`config.mk`:
```
export PLATFORM = sky130hd
export DESIGN_NAME = tw_seq_ctrl
export DESIGN_NICKNAME = d
export VERILOG_FILES = /design/src/rtl/ntt_pkg.sv /design/src/rtl/tw_mult.sv /design/src/rtl/tw_seq_ctrl.sv
export SDC_FILE = /design/constraint.sdc
export NUM_CORES = 1
export LEC_CHECK = 0
export ABC_AREA = 1
export ABC_CLOCK_PERIOD_IN_PS = 4610
export CORE_MARGIN = 5
export CORE_UTILIZATION = 45
export CTS_BUF_LIST = sky130_fd_sc_hd__clkbuf_8
export CTS_CLUSTER_DIAMETER = 150
export CTS_CLUSTER_SIZE = 10
export DETAILED_ROUTE_END_ITERATION = 8
export PLACE_DENSITY = 0.77
export SETUP_SLACK_MARGIN = 0.5
export SYNTH_ARGS = -nofsm -noshare
export SYNTH_HDL_FRONTEND = slang
export SYNTH_SLANG_ARGS = --single-unit
```
`constraint.sdc`:
```
create_clock -name clock -period 4.61 [get_ports clock]
set_clock_uncertainty 0.05 [all_clocks]
set_input_delay 0.922 -clock clock [delete_from_list [all_inputs] [get_ports clock]]
set_output_delay 0.922 -clock clock [all_outputs]
set_load 0.005 [all_outputs]
```
`src/rtl/ntt_pkg.sv`:
```
// +----------------------------------------------------------------------+
// | ntt_pkg : shared constants and FSM state type for the twiddle path   |
// | Rev 1.0                                                              |
// +----------------------------------------------------------------------+
`default_nettype none

package ntt_pkg;

  localparam int N     = 25;
  localparam int TW_W  = 12;
  localparam int Q     = 3329;
  localparam int OMEGA = 2580;
  localparam int NTW   = 4;
  localparam int IDX_W = 2;

  typedef enum logic [2:0] {
    ST_IDLE  = 3'd0,
    ST_EMIT  = 3'd1,
    ST_ISSUE = 3'd2,
    ST_WAIT  = 3'd3,
    ST_DONE  = 3'd4
  } tw_state_e;

endpackage

`default_nettype wire

```
`src/rtl/tw_mult.sv`:
```
// +----------------------------------------------------------------------+
// | tw_mult : registered A_W x A_W multiplier, zero-extended to P_W bits |
// | Rev 1.0                                                              |
// +----------------------------------------------------------------------+
`default_nettype none

module tw_mult
  import ntt_pkg::*;
#(
  parameter int A_W = TW_W,
  parameter int P_W = N
) (
  input  logic           clock,
  input  logic           reset,
  input  logic           en_i,
  input  logic [A_W-1:0] a_i,
  input  logic [A_W-1:0] b_i,
  output logic [P_W-1:0] p_o
);

  logic [P_W-1:0] p_q;
  logic [P_W-1:0] p_d;

  // Operands widened first so the product keeps every bit.
  assign p_d = P_W'(a_i) * P_W'(b_i);

  always_ff @(posedge clock) begin
    if (reset) begin
      p_q <= '0;
    end else if (en_i) begin
      p_q <= p_d;
    end
  end

  assign p_o = p_q;

endmodule

`default_nettype wire

```
`src/rtl/tw_seq_ctrl.sv`:
```
// +----------------------------------------------------------------------+
// | tw_seq_ctrl : twiddle power sequencer W^0..W^(NTW-1) mod Q           |
// | Optional macro TW_RANGE_CHECK_EN adds sticky range_err output.       |
// | Rev 1.0                                                              |
// +----------------------------------------------------------------------+
`default_nettype none

module tw_seq_ctrl
  import ntt_pkg::*;
(
  input  logic             clock,
  input  logic             reset,
  input  logic             start,
  output logic [N-1:0]     red_inp,
  output logic             red_req,
  input  logic [N-1:0]     red_out,
  input  logic             red_ack,
  output logic [TW_W-1:0]  tw_out,
  output logic [IDX_W-1:0] tw_idx,
  output logic             tw_valid,
  input  logic             tw_ready,
  output logic             busy,
  output logic             done
`ifdef TW_RANGE_CHECK_EN
  ,
  output logic             range_err
`endif
);

  tw_state_e        state_q;
  logic [TW_W-1:0]  cur_tw_q;
  logic [IDX_W-1:0] k_q;
  logic [IDX_W-1:0] k_d;
  logic             red_req_q;
  logic             tw_valid_q;
  logic             busy_q;
  logic             done_q;

  logic             w_accept;
  logic             w_last;
  logic             w_mult_en;

  assign w_accept  = (state_q == ST_EMIT) && tw_valid_q && tw_ready;
  assign w_last    = (k_q == IDX_W'(NTW - 1));
  assign k_d       = k_q + 1'b1;
  // Product is registered on the acceptance edge so it is on red_inp in ISSUE.
  assign w_mult_en = w_accept && !w_last;

  tw_mult #(
    .A_W (TW_W),
    .P_W (N)
  ) u_tw_mult (
    .clock (clock),
    .reset (reset),
    .en_i  (w_mult_en),
    .a_i   (cur_tw_q),
    .b_i   (TW_W'(OMEGA)),
    .p_o   (red_inp)
  );

  always_ff @(posedge clock) begin
    if (reset) begin
      state_q    <= ST_IDLE;
      cur_tw_q   <= '0;
      k_q        <= '0;
      red_req_q  <= 1'b0;
      tw_valid_q <= 1'b0;
      busy_q     <= 1'b0;
      done_q     <= 1'b0;
    end else begin
      done_q <= 1'b0;
      case (state_q)
        ST_IDLE: begin
          if (start) begin
            cur_tw_q   <= TW_W'(1);
            k_q        <= '0;
            busy_q     <= 1'b1;
            tw_valid_q <= 1'b1;
            state_q    <= ST_EMIT;
          end
        end
        ST_EMIT: begin
          if (w_accept) begin
            tw_valid_q <= 1'b0;
            if (w_last) begin
              busy_q  <= 1'b0;
              done_q  <= 1'b1;
              state_q <= ST_DONE;
            end else begin
              red_req_q <= 1'b1;
              state_q   <= ST_ISSUE;
            end
          end
        end
        ST_ISSUE: begin
          state_q <= ST_WAIT;
        end
        ST_WAIT: begin
          if (red_ack) begin
            cur_tw_q   <= red_out[TW_W-1:0];
            k_q        <= k_d;
            red_req_q  <= 1'b0;
            tw_valid_q <= 1'b1;
            state_q    <= ST_EMIT;
          end
        end
        ST_DONE: begin
          state_q <= ST_IDLE;
        end
        default: begin
          state_q <= ST_IDLE;
        end
      endcase
    end
  end

`ifdef TW_RANGE_CHECK_EN
  logic range_err_q;
  logic w_range_bad;

  assign w_range_bad = (red_out >= N'(Q)) || red_out[N-1];

  always_ff @(posedge clock) begin
    if (reset) begin
      range_err_q <= 1'b0;
    end else if ((state_q == ST_WAIT) && red_ack && w_range_bad) begin
      range_err_q <= 1'b1;
    end
  end

  assign range_err = range_err_q;
`else
  logic w_unused_red_out_hi;
  assign w_unused_red_out_hi = ^red_out[N-1:TW_W];
`endif

  assign red_req  = red_req_q;
  assign tw_out   = cur_tw_q;
  assign tw_idx   = k_q;
  assign tw_valid = tw_valid_q;
  assign busy     = busy_q;
  assign done     = done_q;

endmodule

`default_nettype wire

```
==> flow_summary.ini <==
[setup_path]
path_max_fanout = 5
critical_path_class = flop to flop
startpoint_type = flop
worstPathCellList = ha_1, ha_1, inv_1, fa_1, inv_1, ha_1, inv_1, fa_1, inv_1, ha_1, nand2_1, inv_1, a21oi_2, nand3_1, nand2_1, a21oi_1, nor2_2, nor2_1
rr_startpoint = tw_out[1]
cp.buffers_inverters = 5
crit_family = adder cells
crit_top_cell = inv_1
slowest_delay_ns = 0.49
r2r_cells = 18
rrSetupSlack_ns = 0.62
cp.arrival_ns = 4.13
cp-end-kind = flop
r2r_end = u_tw_mult.p_o[23]
crit_slowest_cell = fa_1
cp.required_ns = 4.76

[cells_and_area]
fin_nets = 659
drive_above_1_share = 0.0489
final-seq-area_um2 = 862
area_growth_pct = 19.8
multiInputGateArea_um2 = 2450
finish.utilization = 0.547
fillers = 738
diodes = 0

[logic_synthesis]
synth.avg_cell_area_um2 = 7.45
yosys.cell_types.count = 34
synth_common_cells = nand2_1 (110), inv_1 (79), ha_1 (68), dfxtp_1 (43), nand3_1 (41)
synth_area_um2 = 3720
synth-edff-count = 0
synth_top_cell_by_area = dfxtp_1
ys.flop_type = dfxtp_1
ys_ff_latch = 43
synthMostInstantiatedCell = nand2_1
synth_area_leaders = dfxtp_1 (23%), ha_1 (23%), nand2_1 (11%)
yosysTopAreaCellShare = 0.232
yosysSeqAreaShare = 0.232
yosysWarnings = 0
async_flop_share = 0
syn_inst = 499

[worst_hold_path]
hold_path_end = u_tw_mult.p_o[5]
hold_path_depth = 2
worstHoldPathType = flop to flop
hold_start = u_tw_mult.p_o[5]

[timing]
drv_slew = 0
finalSetupViolations = 0
fmax_mhz = 251
finalCritPeriodShare = 0.865
whs_ns = 0.422
tightest_slew_ns = 0.697
tns_ns = 0
timing.final.hold_violations = 0
worst_slack_ns = 0.623
slew_headroom = 0.535
period_needed_ns = 3.99
rsz0062_at_grt = yes

[clock_network]
clockBufferDepth = 2
cts_made_buffers = 5
cts_tree = done
path_clk_slew_ns = 0.09
postCtsHoldBufs = 0
clk_latency_ns = 0.30
htreeDepth = 2
cts-root-buf = clkbuf_8
cts_sinks = 43

[run]
drv_cap = 0

[floorplanning]
dieArea_um2 = 10200
die_w_um = 101
start_util = 0.457
core.rowCount = 33
io_pins = 73
core-area_um2 = 8130
die_h_um = 101

[pwr]
peakVddDrop_v = 0.000117
power.total_mw = 0.989
leakagePower_nw = 2.35
p_per_area_nw_per_um2 = 222

[detailed_routing]
vias = 3456
drt-initial-drc-count = 166
ant_nets = 0
route.detailed.drc = 0
wl_per_cell_um = 13.6
avgViaCountPerCell = 5.26
drtPass1Iterations = 7
drt-total-wl_um = 8960

[global_routing]
track_usage = 0.175
grt_overflow = 0
grt_pass1_vias = 3350
grt_start_max_net_pins = 38
antenna_found_initial = 0
grt_first_pass_wirelength_um = 14700

[place]
gp_congestion = 0.950
place_ws_ns = 0.679
port_buffers = 56
hpwlAfterDp_um = 7210

[run_status]
status = finished clean
per-layer routing:
layer / wire [µm] / vias up / GRT usage
li1: - / 1726 / -
met5: 0 / - / 0
met4: 190 / 0 / 0.0491
met3: 621 / 19 / 0.0346
met1: 3810 / 1577 / 0.217
met2: 4340 / 134 / 0.307
placed cells by master (no fill, tap or decap), types with 2 or more instances in the layout:
| cell type | n |
|---|---|
| nor3_1 | 8 |
| nand3b_1 | 2 |
| clkinv_4 | 2 |
| conb_1 | 3 |
| nand3_1 | 41 |
| nand2_1 | 110 |
| nor2_2 | 3 |
| xor2_1 | 6 |
| clkbuf_8 | 5 |
| a211oi_1 | 4 |
| nand4_1 | 3 |
| o21ai_1 | 6 |
| a21oi_1 | 34 |
| nand2_2 | 2 |
| a21oi_2 | 3 |
| inv_2 | 3 |
| ha_1 | 68 |
| o21a_1 | 10 |
| inv_1 | 79 |
| o21bai_1 | 4 |
| buf_4 | 2 |
| fa_1 | 10 |
| nor2_1 | 22 |
| clkdlybuf4s50_1 | 56 |
| dfxtp_1 | 42 |
| nor3_4 | 2 |
| o21ai_0 | 9 |
| o211a_1 | 2 |
| o211ai_1 | 2 |
stage by stage:
stage               instances  instance area, µm²
detailed placement        649                4320
CTS                       657                4430
global placement          649                4320
finish                    657                4450
global route              657                4450
floorplan                 501                3720
cells by family (layout without fill, tap and decap cells):
family	count (synthesis)	after routing	share of synthesized area
flops	43	43	0.232
compound gates	75	75	0.117
other cells	1	3	0.00101
buf+inv	98	149	0.115
fa+ha+maj	78	78	0.283
simple gates	197	197	0.236
xor+xnor	7	7	0.0165
flip-flops by register name, indices dropped and copies added, names as in the netlist:
name,count
busy,1
done,1
red_req,1
state_q,3
tw_idx,2
tw_out,12
tw_valid,1
u_tw_mult.p_o,22
how the worst max path moves through the flow:
stage	end	slack, ns	cells past startpoint	startpoint
global placement	u_tw_mult.p_o[23]	0.73	19	tw_out[4]
floorplan	u_tw_mult.p_o[14]	1.05	18	tw_out[2]
CTS	u_tw_mult.p_o[23]	0.65	19	tw_out[4]
global route	u_tw_mult.p_o[23]	0.48	19	tw_out[2]
detailed placement	u_tw_mult.p_o[23]	0.68	19	tw_out[4]
finish	u_tw_mult.p_o[23]	0.62	18	tw_out[1]
worst register-to-register path: stages (launching register included):
cell and delay [ns]:
dfxtp_1 0.38, ha_1 0.32, ha_1 0.24, inv_1 0.13, fa_1 0.49, inv_1 0.04, ha_1 0.26, inv_1 0.05
fa_1 0.49, inv_1 0.04, ha_1 0.34, nand2_1 0.17, inv_1 0.10, a21oi_2 0.19, nand3_1 0.17, nand2_1 0.13
a21oi_1 0.08, nor2_2 0.16, nor2_1 0.05
final cells by class:
class | instances | share of cell area
multi-input combinational | 360 | 0.551
sequential | 43 | 0.194
timing repair buffer | 58 | 0.129
inverter | 83 | 0.0711
tap | 105 | 0.0295
clock buffer | 5 | 0.0155
clock inverter | 3 | 0.00983
timing repair:
item	4_1_cts	5_1_grt
endpoints found under the setup margin	0	3
hold endpoints to repair	0	0
setup buffers	0	0
gates resized for setup	0	7
power by group:
group	switching [mW]	internal [mW]	total, mW
logic	0.156	0.120	0.276
clock network	0.138	0.161	0.299
registers	0.0212	0.393	0.414
(Power assumes the default switching activity.)
